[src/rtl/pipe_ctrl_pkg.sv]
// Shared encodings for the pipeline controller: MD sequencer states and
// operand-forwarding select codes.
package pipe_ctrl_pkg;

    typedef enum logic [1:0] {
        MD_IDLE = 2'd0,
        MD_BUSY = 2'd1,
        MD_DONE = 2'd2
    } md_state_e;

    localparam logic [1:0] FWD_RF  = 2'd0;
    localparam logic [1:0] FWD_WB  = 2'd1;
    localparam logic [1:0] FWD_MEM = 2'd2;

endpackage

[src/rtl/pipe_ctrl_md_seq.sv]
// Multi-cycle mul/div sequencer: IDLE -> BUSY for DIV_CYCLES cycles -> DONE,
// leaving DONE only once the data memory is ready.
module md_seq
    import pipe_ctrl_pkg::*;
#(
    parameter int DIV_CYCLES = 32
) (
    input  logic      clk,
    input  logic      reset,
    input  logic      ex_md,
    input  logic      dmem_wait,
    output logic      md_busy,
    output logic      md_done,
    output md_state_e md_state
);

    localparam int CNT_W = $clog2(DIV_CYCLES);

    md_state_e        state_q, state_d;
    logic [CNT_W-1:0] cnt_q, cnt_d;

    always_ff @(posedge clk or negedge reset) begin
        if (!reset) begin
            state_q <= MD_IDLE;
            cnt_q   <= '0;
        end else begin
            state_q <= state_d;
            cnt_q   <= cnt_d;
        end
    end

    // The counter runs DIV_CYCLES-1 down to 0, one BUSY cycle per value.
    always_comb begin
        state_d = state_q;
        cnt_d   = cnt_q;
        case (state_q)
            MD_IDLE: begin
                if (ex_md && !dmem_wait) begin
                    state_d = MD_BUSY;
                    cnt_d   = CNT_W'(DIV_CYCLES - 1);
                end
            end
            MD_BUSY: begin
                if (cnt_q == '0) state_d = MD_DONE;
                else             cnt_d   = cnt_q - CNT_W'(1);
            end
            MD_DONE: begin
                if (!dmem_wait) state_d = MD_IDLE;
            end
            default: state_d = MD_IDLE;
        endcase
    end

    assign md_busy  = (state_q == MD_BUSY);
    assign md_done  = (state_q == MD_DONE);
    assign md_state = state_q;

endmodule

[src/rtl/pipe_ctrl.sv]
// Five-stage pipeline hazard/stall/flush controller with operand forwarding.
// Define PIPE_CTRL_FWD_EN to enable forwarding; otherwise every RAW hazard stalls.
module pipe_ctrl
    import pipe_ctrl_pkg::*;
#(
    parameter int DIV_CYCLES = 32,
    parameter int RA_W       = 5
) (
    input  logic            clk,
    input  logic            reset,
    input  logic [RA_W-1:0] id_rs1,
    input  logic [RA_W-1:0] id_rs2,
    input  logic            id_use1,
    input  logic            id_use2,
    input  logic [RA_W-1:0] ex_rd,
    input  logic [RA_W-1:0] mem_rd,
    input  logic [RA_W-1:0] wb_rd,
    input  logic            ex_we,
    input  logic            mem_we,
    input  logic            wb_we,
    input  logic [RA_W-1:0] ex_rs1,
    input  logic [RA_W-1:0] ex_rs2,
    input  logic            ex_memread,
    input  logic            ex_redirect,
    input  logic            ex_md,
    input  logic            imem_wait,
    input  logic            dmem_wait,
    output logic            pc_en,
    output logic            if_id_en,
    output logic            id_ex_en,
    output logic            ex_mem_en,
    output logic            mem_wb_en,
    output logic            if_id_flush,
    output logic            id_ex_flush,
    output logic            ex_mem_flush,
    output logic [1:0]      fwd_a,
    output logic [1:0]      fwd_b,
    output logic            md_busy,
    output logic            md_done,
    output md_state_e       md_state
);

    logic load_use, stall;

    // x0 is hardwired, so a write to it never creates a dependency.
    function automatic logic hit(input logic [RA_W-1:0] src, input logic src_used,
                                 input logic [RA_W-1:0] rd, input logic we);
        return src_used && we && (rd != '0) && (src == rd);
    endfunction

    md_seq #(.DIV_CYCLES(DIV_CYCLES)) u_md_seq (
        .clk       (clk),
        .reset     (reset),
        .ex_md     (ex_md),
        .dmem_wait (dmem_wait),
        .md_busy   (md_busy),
        .md_done   (md_done),
        .md_state  (md_state)
    );

    assign load_use = ex_memread && (hit(id_rs1, id_use1, ex_rd, ex_we) ||
                                     hit(id_rs2, id_use2, ex_rd, ex_we));

`ifdef PIPE_CTRL_FWD_EN
    assign stall = load_use;

    always_comb begin
        fwd_a = FWD_RF;
        fwd_b = FWD_RF;
        if (reset) begin
            if      (hit(ex_rs1, 1'b1, mem_rd, mem_we)) fwd_a = FWD_MEM;
            else if (hit(ex_rs1, 1'b1, wb_rd,  wb_we))  fwd_a = FWD_WB;
            if      (hit(ex_rs2, 1'b1, mem_rd, mem_we)) fwd_b = FWD_MEM;
            else if (hit(ex_rs2, 1'b1, wb_rd,  wb_we))  fwd_b = FWD_WB;
        end
    end
`else
    logic unused_ex_srcs;
    assign unused_ex_srcs = ^{ex_rs1, ex_rs2};

    // Without bypass paths the ID instruction waits until its producer retires.
    assign stall = load_use ||
                   hit(id_rs1, id_use1, ex_rd,  ex_we)  || hit(id_rs2, id_use2, ex_rd,  ex_we)  ||
                   hit(id_rs1, id_use1, mem_rd, mem_we) || hit(id_rs2, id_use2, mem_rd, mem_we) ||
                   hit(id_rs1, id_use1, wb_rd,  wb_we)  || hit(id_rs2, id_use2, wb_rd,  wb_we);
    assign fwd_a = FWD_RF;
    assign fwd_b = FWD_RF;
`endif

    // Priority: reset/dmem freeze, MD busy, redirect, RAW stall, imem wait, normal.
    always_comb begin
        pc_en        = 1'b0;
        if_id_en     = 1'b0;
        id_ex_en     = 1'b0;
        ex_mem_en    = 1'b0;
        mem_wb_en    = 1'b0;
        if_id_flush  = 1'b0;
        id_ex_flush  = 1'b0;
        ex_mem_flush = 1'b0;
        if (reset && !dmem_wait) begin
            ex_mem_en = 1'b1;
            mem_wb_en = 1'b1;
            if (md_busy) begin
                ex_mem_flush = 1'b1;
            end else begin
                id_ex_en = 1'b1;
                if (ex_redirect) begin
                    pc_en       = 1'b1;
                    if_id_en    = 1'b1;
                    if_id_flush = 1'b1;
                    id_ex_flush = 1'b1;
                end else if (stall) begin
                    id_ex_flush = 1'b1;
                end else if (imem_wait) begin
                    if_id_en    = 1'b1;
                    if_id_flush = 1'b1;
                end else begin
                    pc_en    = 1'b1;
                    if_id_en = 1'b1;
                end
            end
        end
    end

endmodule
[config.mk]
export PLATFORM = sky130hd
export DESIGN_NAME = pipe_ctrl
export DESIGN_NICKNAME = d
export VERILOG_FILES = /design/src/rtl/pipe_ctrl_pkg.sv /design/src/rtl/pipe_ctrl_md_seq.sv /design/src/rtl/pipe_ctrl.sv
export SDC_FILE = /design/constraint.sdc
export NUM_CORES = 1
export LEC_CHECK = 0
export CAP_MARGIN = 10
export CORE_MARGIN = 2
export CORE_UTILIZATION = 34
export DETAILED_ROUTE_END_ITERATION = 8
export GPL_ROUTABILITY_DRIVEN = 1
export PLACE_DENSITY = 0.83
export SYNTH_ARGS = -nofsm -noshare
export SYNTH_HDL_FRONTEND = slang
export SYNTH_SLANG_ARGS = --single-unit
[constraint.sdc]
create_clock -name clk -period 1.97 [get_ports clk]
set_input_delay 0.2955 -clock clk [delete_from_list [all_inputs] [get_ports clk]]
set_output_delay 0.2955 -clock clk [all_outputs]
set_load 0.02 [all_outputs]
==> results of run 1 <==
final timing paths:
check	end	slack, ns	depth (start not counted)
setup / recovery	id_ex_flush	-0.16	6
hold / removal	u_md_seq.cnt_q[2]$_DFFE_PN0P_	0.38	2
setup reg to reg	u_md_seq.cnt_q[4]$_DFFE_PN0P_	0.19	7
hold reg to reg	u_md_seq.cnt_q[0]$_DFFE_PN0P_	0.51	1
max in group asynchronous	u_md_seq.md_state[0]$_DFFE_PN0P_	1.46	2
min in group clk	u_md_seq.cnt_q[0]$_DFFE_PN0P_	0.51	1
sequential cells by signal, indices dropped and copies added (netlist names):
signal / count
u_md_seq.cnt_q: 5
u_md_seq.md_state: 2
layout by cell type, fill, tap and decap left out, types with 3 or more instances in the layout:
cell type | synthesis | final
xnor2_1 | 30 | 30
buf_4 | 5 | 17
clkdlybuf4s50_1 | 0 | 13
nand2_1 | 13 | 12
dlygate4sd2_1 | 0 | 12
buf_2 | 0 | 8
dfrtp_1 | 7 | 7
inv_1 | 7 | 6
nand4_1 | 6 | 6
dlymetal6s2s_1 | 0 | 6
a21oi_1 | 4 | 4
conb_1 | 1 | 4
buf_6 | 0 | 4
nor2_1 | 3 | 3
o21a_1 | 3 | 3
clkbuf_4 | 0 | 3
kinds of logic after synthesis:
logic type,after synthesis
AO/OA/AOI/OAI,18
XOR/XNOR,32
adder cells (fa/ha/maj),2
buffers and inverters,12
flip-flops,7
other,1
AND/OR/NAND/NOR,35
power by group:
| part | switching, W | total (W) | internal, W |
|---|---|---|---|
| clock | 0.0000548 | 0.000132 | 0.0000774 |
| combinational | 0.000259 | 0.000522 | 0.000263 |
| sequential | 0.0000496 | 0.000254 | 0.000204 |
| total | 0.000364 | 0.000908 | 0.000545 |
critical path: stages:
cell,delay (ns)
buf_6,0.09
or4_4,0.51
o21a_1,0.22
a222oi_1,0.43
a21oi_1,0.11
buf_2,0.18
what timing repair did:
item                       CTS  global route
pin swaps                   11             5
setup endpoints to repair    5             9
gates resized for setup     83            13
metal layers:
metal	routed length, um	vias to the layer above	part of all wire
met5	0	-	0
met4	108	0	0.041
met3	139	13	0.052
met2	1460	31	0.55
met1	948	454	0.36
li1	-	493	-
area by class of cell:
type | instances | area (um^2)
clock buffers | 4 | 26.3
well taps | 30 | 37.5
fillers | 212 | 938
flip-flops and latches | 7 | 175
inverters | 7 | 26.3
repair buffers | 63 | 548
multi-input cells | 91 | 703
stage by stage:
| step | std cells | setup slack [ns] | power, W | hold slack (ns) | util |
|---|---|---|---|---|---|
| global route | 202 | -0.238 | 0.000989 | 0.395 | 0.618 |
| CTS | 202 | -0.193 | 0.000913 | 0.379 | 0.606 |
| floorplan | 110 | 0.0109 | 0.000542 | -0.0000911 | - |
| detailed placement | 198 | -0.979 | 0.000791 | 0.516 | 0.606 |
| finish | 202 | -0.165 | 0.000908 | 0.378 | 0.618 |
| global placement | 198 | -0.940 | 0.000765 | 0.479 | 0.606 |
==> impl_metrics.xml, run 1 <==
<?xml version="1.0" encoding="UTF-8"?>
<metrics>
  <group name="outcome">
    <metric name="run_status" unit="">complete, but fails checks</metric>
    <metric name="violations_in_the_final_reports" unit="">negative setup slack</metric>
  </group>
  <group name="timing">
    <metric name="min_period_over_period" unit="">1.08</metric>
    <metric name="final-hold-violation-count" unit="">0</metric>
    <metric name="post_layout_min_period" unit="ns">2.13</metric>
    <metric name="setup_viol" unit="">4</metric>
    <metric name="fin_worst_skew" unit="ns">0.00957</metric>
    <metric name="setup-tns-final" unit="ns">-0.478</metric>
    <metric name="unrepaired_setup_endpoints_after_global_routing" unit="">true</metric>
    <metric name="maxSlewViolCount" unit="">0</metric>
    <metric name="timing.final.ws_setup" unit="ns">-0.165</metric>
    <metric name="max_clock_freq" unit="MHz">468</metric>
  </group>
  <group name="cts">
    <metric name="tritoncts" unit="">built</metric>
    <metric name="tritoncts.num_buffers" unit="">3</metric>
    <metric name="worstSkewPairLatency" unit="ns">0.26</metric>
    <metric name="path_clk_slew" unit="ns">0.05</metric>
    <metric name="clkSinkCount" unit="">7</metric>
    <metric name="hold_buffers" unit="">0</metric>
    <metric name="cts.repair_timing.setup_buffer_count" unit="">0</metric>
    <metric name="htreeDepth" unit="">1</metric>
    <metric name="cts_root_buf" unit="">clkbuf_4</metric>
    <metric name="clock_path_buffers" unit="">2</metric>
  </group>
  <group name="floorplan">
    <metric name="fp.dieArea" unit="um^2">2990</metric>
    <metric name="design.core.area" unit="um^2">2450</metric>
    <metric name="pin_count" unit="">63</metric>
    <metric name="placement_rows" unit="">18</metric>
    <metric name="floorplan.initialDensity" unit="">0.356</metric>
    <metric name="fp.dieW" unit="um">54.7</metric>
    <metric name="die_height" unit="um">54.7</metric>
  </group>
  <group name="synth">
    <metric name="yosysMostFrequentCell" unit="">xnor2_1</metric>
    <metric name="synth_register_bits" unit="">7</metric>
    <metric name="netlist-cell-type-count" unit="">28</metric>
    <metric name="postSynth.topFlopCell" unit="">dfrtp_1</metric>
    <metric name="synthMuxAreaShare" unit="">0</metric>
    <metric name="largest_family_of_logic_cells_by_synthesized_area" unit="">XOR/XNOR gates</metric>
    <metric name="synthArstFlopShare" unit="">1.00</metric>
    <metric name="avgSynthCellArea" unit="um^2">8.17</metric>
    <metric name="synth-edff-count" unit="">0</metric>
    <metric name="synth_cells" unit="">107</metric>
    <metric name="synth_xor_area_frac" unit="">0.320</metric>
    <metric name="synth.top_cells.by_area" unit="">xnor2_1 30%, dfrtp_1 20%, nand2_1 5.6%</metric>
    <metric name="post-synth-top-area-cell" unit="">xnor2_1</metric>
    <metric name="synth_simple_gate_area_frac" unit="">0.217</metric>
    <metric name="synth.cells.most_frequent" unit="">30 x xnor2_1, 13 x nand2_1, 7 x dfrtp_1, 7 x inv_1, 6 x nand4_1</metric>
    <metric name="synth_seq_area_share" unit="">0.200</metric>
    <metric name="share_of_the_synthesized_area_in_the_top_cell_type" unit="">0.300</metric>
    <metric name="synth_area" unit="um^2">875</metric>
    <metric name="synth_adder_area_share" unit="">0.0286</metric>
    <metric name="ys.warnings.count" unit="">0</metric>
    <metric name="synth_compound_area_frac" unit="">0.156</metric>
  </group>
  <group name="routing">
    <metric name="wirelength" unit="um">2660</metric>
    <metric name="drt.antenna.violating_nets" unit="">0</metric>
    <metric name="via_per_inst" unit="">4.91</metric>
    <metric name="routed_vias" unit="">991</metric>
    <metric name="avgRoutedWirePerCell" unit="um">13.2</metric>
    <metric name="router_iterations_before_antenna_repair" unit="">4</metric>
    <metric name="drc_errors" unit="">0</metric>
    <metric name="drt-initial-drc-count" unit="">9</metric>
  </group>
  <group name="final_layout">
    <metric name="flow.area_growth_from_synthesis" unit="%">73.4</metric>
    <metric name="drive_gt1_frac" unit="">0.262</metric>
    <metric name="insertedDiodeCount" unit="">0</metric>
    <metric name="final_std_cell_area_no_fill" unit="um^2">1520</metric>
    <metric name="post_layout_nets" unit="">222</metric>
  </group>
  <group name="run">
    <metric name="maximum_capacitance_violations" unit="">0</metric>
  </group>
  <group name="global_routing">
    <metric name="routing_usage_on_met2" unit="">0.371</metric>
    <metric name="busiest_layer" unit="">met2</metric>
    <metric name="all_layer_gr_usage" unit="">0.194</metric>
    <metric name="grt_use_met1" unit="">0.180</metric>
    <metric name="global_route.usage.met3" unit="">0.0273</metric>
    <metric name="grt_antenna_before_repair" unit="">0</metric>
    <metric name="grt-ovfl-total" unit="">0</metric>
    <metric name="wire_length_of_the_first_global_routing_pass" unit="um">4090</metric>
    <metric name="grt_pass1_vias" unit="">1040</metric>
    <metric name="maximum_number_of_pins_on_one_net_before_global_route_repair" unit="">8</metric>
  </group>
  <group name="pwr">
    <metric name="powerDensity" unit="nW/um^2">599</metric>
    <metric name="leakagePower" unit="nW">0.708</metric>
    <metric name="ir_drop" unit="uV">650</metric>
  </group>
  <group name="place">
    <metric name="io_buffers" unit="">47</metric>
    <metric name="place.detailed.hpwl" unit="um">2240</metric>
    <metric name="placedInstanceArea" unit="um^2">1490</metric>
    <metric name="gpl.final_weighted_congestion" unit="">0.918</metric>
  </group>
  <group name="critical_path">
    <metric name="kind_of_launch_point_of_the_worst_setup_path" unit="">input port</metric>
    <metric name="worstPathMaxFanout" unit="">2</metric>
    <metric name="worst-endpoint-required" unit="ns">1.67</metric>
    <metric name="arrival" unit="ns">1.84</metric>
    <metric name="worstSetupStartpoint" unit="">mem_rd[2]</metric>
    <metric name="crit_path_kind" unit="">in -&gt; out</metric>
    <metric name="timing.rr.start" unit="">u_md_seq.cnt_q[0]$_DFFE_PN0P_</metric>
    <metric name="worstSetupEndpointType" unit="">output port</metric>
  </group>
  <group name="worst_hold_path">
    <metric name="timing.hold.worst.class" unit="">in -&gt; async</metric>
  </group>
</metrics>
Power figures use the tool's default switching activity.
==> run 2: changes to the inputs <==
Settings changed: ABC_AREA set to 1, CORE_ASPECT_RATIO set to 1.75, CORE_UTILIZATION 34 to 39, PLACE_DENSITY 0.83 to 0.86.
==> run 2 against run 1 <==
  * Die area rose by 10%
  * Sequential share of layout area fell by 1.0 points
  * Clock skew fell by 0.0080 ns
  * Critical path type unchanged
  * The flow now finishes without violations
==> impl_metrics.xml, run 2 <==
<?xml version="1.0" encoding="UTF-8"?>
<metrics>
  <group name="pwr">
    <metric name="leakagePower" unit="nW">1.04</metric>
    <metric name="powerDensity" unit="nW/um^2">679</metric>
    <metric name="power.switching" unit="W">0.000511</metric>
    <metric name="clock_power_share" unit="">0.186</metric>
    <metric name="seq_power_share" unit="">0.236</metric>
    <metric name="cellInternalPower" unit="W">0.000617</metric>
    <metric name="switching_share" unit="">0.453</metric>
    <metric name="power_frac_comb" unit="">0.578</metric>
    <metric name="ir_drop" unit="uV">601</metric>
  </group>
  <group name="floorplan">
    <metric name="fp.dieArea" unit="um^2">3300</metric>
    <metric name="pin_count" unit="">63</metric>
    <metric name="fp.dieW" unit="um">44.3</metric>
    <metric name="placement_rows" unit="">25</metric>
    <metric name="design.core.area" unit="um^2">2690</metric>
    <metric name="die_height" unit="um">74.5</metric>
    <metric name="floorplan.initialDensity" unit="">0.412</metric>
  </group>
  <group name="synth">
    <metric name="synth.cells.most_frequent" unit="">93 x nand2_1, 36 x nor2_1, 29 x inv_1, 13 x nand3_1, 10 x inv_2</metric>
    <metric name="avgSynthCellArea" unit="um^2">5.03</metric>
    <metric name="synth.top_cells.by_area" unit="">nand2_1 32%, dfrtp_1 16%, nor2_1 12%</metric>
    <metric name="ys.warnings.count" unit="">0</metric>
    <metric name="netlist-cell-type-count" unit="">22</metric>
    <metric name="synth_register_bits" unit="">7</metric>
    <metric name="synth_seq_area_share" unit="">0.158</metric>
    <metric name="synth-edff-count" unit="">0</metric>
    <metric name="synth_adder_area_share" unit="">0.0226</metric>
    <metric name="synthMuxAreaShare" unit="">0</metric>
    <metric name="post-synth-top-area-cell" unit="">nand2_1</metric>
    <metric name="share_of_the_synthesized_area_in_the_top_cell_type" unit="">0.315</metric>
    <metric name="synthArstFlopShare" unit="">1.00</metric>
    <metric name="synth_area" unit="um^2">1110</metric>
    <metric name="postSynth.topFlopCell" unit="">dfrtp_1</metric>
    <metric name="largest_family_of_logic_cells_by_synthesized_area" unit="">simple AND/OR/NAND/NOR gates</metric>
    <metric name="synth_xor_area_frac" unit="">0.0158</metric>
    <metric name="synth_compound_area_frac" unit="">0.0599</metric>
    <metric name="yosysMostFrequentCell" unit="">nand2_1</metric>
    <metric name="synth_simple_gate_area_frac" unit="">0.569</metric>
    <metric name="synth_cells" unit="">220</metric>
  </group>
  <group name="routing">
    <metric name="routed_vias" unit="">1479</metric>
    <metric name="via_per_inst" unit="">4.87</metric>
    <metric name="router_iterations_before_antenna_repair" unit="">4</metric>
    <metric name="drt-initial-drc-count" unit="">22</metric>
    <metric name="drc_errors" unit="">0</metric>
    <metric name="wirelength" unit="um">3650</metric>
    <metric name="drt.antenna.violating_nets" unit="">0</metric>
    <metric name="top_signal_layer_used" unit="">met4</metric>
    <metric name="route.layer.met1.wl" unit="um">1160</metric>
    <metric name="routed_wl_met3" unit="um">217</metric>
    <metric name="avgRoutedWirePerCell" unit="um">12.0</metric>
    <metric name="route.met2.wl" unit="um">2120</metric>
  </group>
  <group name="final_layout">
    <metric name="flow.area_growth_from_synthesis" unit="%">50.1</metric>
    <metric name="largest_register" unit="">u_md_seq.cnt_q</metric>
    <metric name="drive_gt1_frac" unit="">0.152</metric>
    <metric name="largest_register_ff_count" unit="">5</metric>
    <metric name="insertedDiodeCount" unit="">0</metric>
    <metric name="layout.cells.most_common_list" unit="">90 x nand2_1, 34 x nor2_1, 31 x dlygate4sd2_1</metric>
    <metric name="post_layout_nets" unit="">327</metric>
    <metric name="layout.cells.most_common" unit="">nand2_1</metric>
  </group>
  <group name="critical_path">
    <metric name="worstSetupEndpointType" unit="">output port</metric>
    <metric name="timing.rr.start" unit="">u_md_seq.cnt_q[0]$_DFFE_PN0P_</metric>
    <metric name="timing.critical_path.max_delay_family" unit="">simple AND/OR/NAND/NOR gates</metric>
    <metric name="cp-endpoint" unit="">if_id_flush</metric>
    <metric name="critical_path.n_buffers_inverters" unit="">3</metric>
    <metric name="reg2reg_setup_slack" unit="ns">0.50</metric>
    <metric name="crit_path_kind" unit="">in -&gt; out</metric>
    <metric name="worstPathMaxFanout" unit="">4</metric>
    <metric name="critical_path.cell_chain" unit="">dlygate4sd2_1 -&gt; inv_2 -&gt; nand2_1 -&gt; nand2_1 -&gt; a21oi_1 -&gt; nand3_1 -&gt; nand2_1 -&gt; nand2_2 -&gt; nand3_2 -&gt; nand2_2 -&gt; nand2_2 -&gt; nor2_1 -&gt; buf_4</metric>
    <metric name="max_stage_delay" unit="ns">0.30</metric>
    <metric name="r2r_cells" unit="">8</metric>
    <metric name="worstSetupStartpoint" unit="">id_rs1[3]</metric>
    <metric name="count_of_cell_instances_traversed_by_the_critical_path" unit="">13</metric>
    <metric name="worst-endpoint-required" unit="ns">1.67</metric>
    <metric name="kind_of_launch_point_of_the_worst_setup_path" unit="">input port</metric>
    <metric name="cell_with_the_largest_stage_delay_on_the_worst_path" unit="">dlygate4sd2_1</metric>
    <metric name="timing.rr.end" unit="">u_md_seq.cnt_q[2]$_DFFE_PN0P_</metric>
    <metric name="arrival" unit="ns">1.53</metric>
  </group>
  <group name="timing">
    <metric name="final-hold-violation-count" unit="">0</metric>
    <metric name="hold_slack" unit="ns">0.366</metric>
    <metric name="setup_viol" unit="">0</metric>
    <metric name="fin_worst_skew" unit="ns">0.00159</metric>
    <metric name="post_layout_min_period" unit="ns">1.82</metric>
    <metric name="setup-tns-final" unit="ns">0</metric>
    <metric name="maxSlewViolCount" unit="">0</metric>
    <metric name="min_period_over_period" unit="">0.925</metric>
    <metric name="max_clock_freq" unit="MHz">549</metric>
    <metric name="unrepaired_setup_endpoints_after_global_routing" unit="">false</metric>
  </group>
  <group name="global_routing">
    <metric name="maximum_number_of_pins_on_one_net_before_global_route_repair" unit="">8</metric>
    <metric name="grt_antenna_before_repair" unit="">0</metric>
    <metric name="grt-ovfl-total" unit="">0</metric>
    <metric name="wire_length_of_the_first_global_routing_pass" unit="um">5780</metric>
    <metric name="grt_pass1_vias" unit="">1439</metric>
    <metric name="all_layer_gr_usage" unit="">0.243</metric>
  </group>
  <group name="place">
    <metric name="place.detailed.hpwl" unit="um">3150</metric>
    <metric name="io_buffers" unit="">47</metric>
    <metric name="gpl.final_weighted_congestion" unit="">1.00</metric>
  </group>
  <group name="cts">
    <metric name="path_clk_slew" unit="ns">0.04</metric>
    <metric name="cts_root_buf" unit="">clkbuf_8</metric>
    <metric name="worstSkewPairLatency" unit="ns">0.24</metric>
    <metric name="clock_path_buffers" unit="">2</metric>
    <metric name="htreeDepth" unit="">1</metric>
    <metric name="cts.repair_timing.setup_buffer_count" unit="">0</metric>
    <metric name="clkSinkCount" unit="">7</metric>
    <metric name="tritoncts.num_buffers" unit="">3</metric>
    <metric name="tritoncts" unit="">built</metric>
  </group>
  <group name="outcome">
    <metric name="run_status" unit="">completed</metric>
  </group>
  <group name="run">
    <metric name="maximum_capacitance_violations" unit="">0</metric>
  </group>
  <group name="worst_hold_path">
    <metric name="timing.hold.worst.class" unit="">in -&gt; async</metric>
  </group>
</metrics>
-- run 2: cell types whose count changed after synthesis, moves of 4 or more --
cell,delta
nand2_1,+80
nor2_1,+33
xnor2_1,-30
inv_1,+22
nand3_1,+12
inv_2,+10
nand4_1,-6
nor3_1,+4
or4_1,-4
-- run 2: how the worst min path moves through the flow --
stage	startpoint	endpoint	slack, ns	cells past startpoint
2_1_floorplan	reset	u_md_seq.cnt_q[0]$_DFFE_PN0P_	-0.00009	0
3_3_place_gp	u_md_seq.cnt_q[0]$_DFFE_PN0P_	u_md_seq.cnt_q[0]$_DFFE_PN0P_	0.46	1
3_5_place_dp	u_md_seq.cnt_q[0]$_DFFE_PN0P_	u_md_seq.cnt_q[0]$_DFFE_PN0P_	0.47	1
4_1_cts	reset	u_md_seq.cnt_q[3]$_DFFE_PN0P_	0.36	2
5_1_grt	reset	u_md_seq.cnt_q[3]$_DFFE_PN0P_	0.39	2
6_report	reset	u_md_seq.cnt_q[3]$_DFFE_PN0P_	0.37	2
-- run 2: per-stage QoR --
step                      total power, W   util  area [um^2]  std cells  setup WS, ns
after global placement          0.000922  0.612         1650        300        -0.563
after floorplan                 0.000665      -         1120        223        0.0729
after CTS                        0.00113  0.609         1640        304       0.00435
final                            0.00113  0.618         1660        304         0.148
after detailed placement        0.000940  0.612         1650        300        -0.574
after global routing             0.00122  0.618         1660        304        0.0217
-- run 2: cell type report --
class | instances | area, um^2
Multi-Input combinational cell | 171 | 772
Timing Repair Buffer | 55 | 484
Tap cell | 27 | 33.8
Clock buffer | 4 | 45.0
Inverter | 40 | 151
Fill cell | 273 | 1030
Sequential cell | 7 | 175
-- run 2: kinds of logic after synthesis --
kind of cell | count (synthesis)
DFF | 7
other | 1
buffers and inverters | 45
xor gates and xnor gates | 2
AOI/OAI and AO/OA | 10
and+or+nand+nor | 153
adders and majority gates | 2
-- run 2: power by group through the flow --
| stage | clock (W) | combinational, W | sequential, W |
|---|---|---|---|
| after floorplan | 0 | 0.000398 | 0.000267 |
| after global placement | 0 | 0.000659 | 0.000263 |
| after detailed placement | 0 | 0.000672 | 0.000267 |
| after CTS | 0.000214 | 0.000651 | 0.000266 |
| after global routing | 0.000221 | 0.000727 | 0.000274 |
| final | 0.000210 | 0.000651 | 0.000266 |
-- run 2: metal layers --
metal  track usage  vias up
met5             0        -
met4         0.148        0
met3        0.0364       11
met2         0.502       63
met1         0.197      643
li1              -      762
-- run 2: worst register-to-register path, delay by kind of cell, from the launching register on --
| kind | cells | cell delay, ns |
|---|---|---|
| and+or+nand+nor | 4 | 0.43 |
| DFF | 1 | 0.36 |
| adders and majority gates | 1 | 0.25 |
| AOI/OAI and AO/OA | 1 | 0.22 |
| buffers and inverters | 2 | 0.17 |
-- run 2: timing repair --
item                                    in CTS  in global routing
hold buffers                                 0                  0
endpoints found under the setup margin       8                  6
resized for setup                           54                  8
pin swaps                                    2                  4
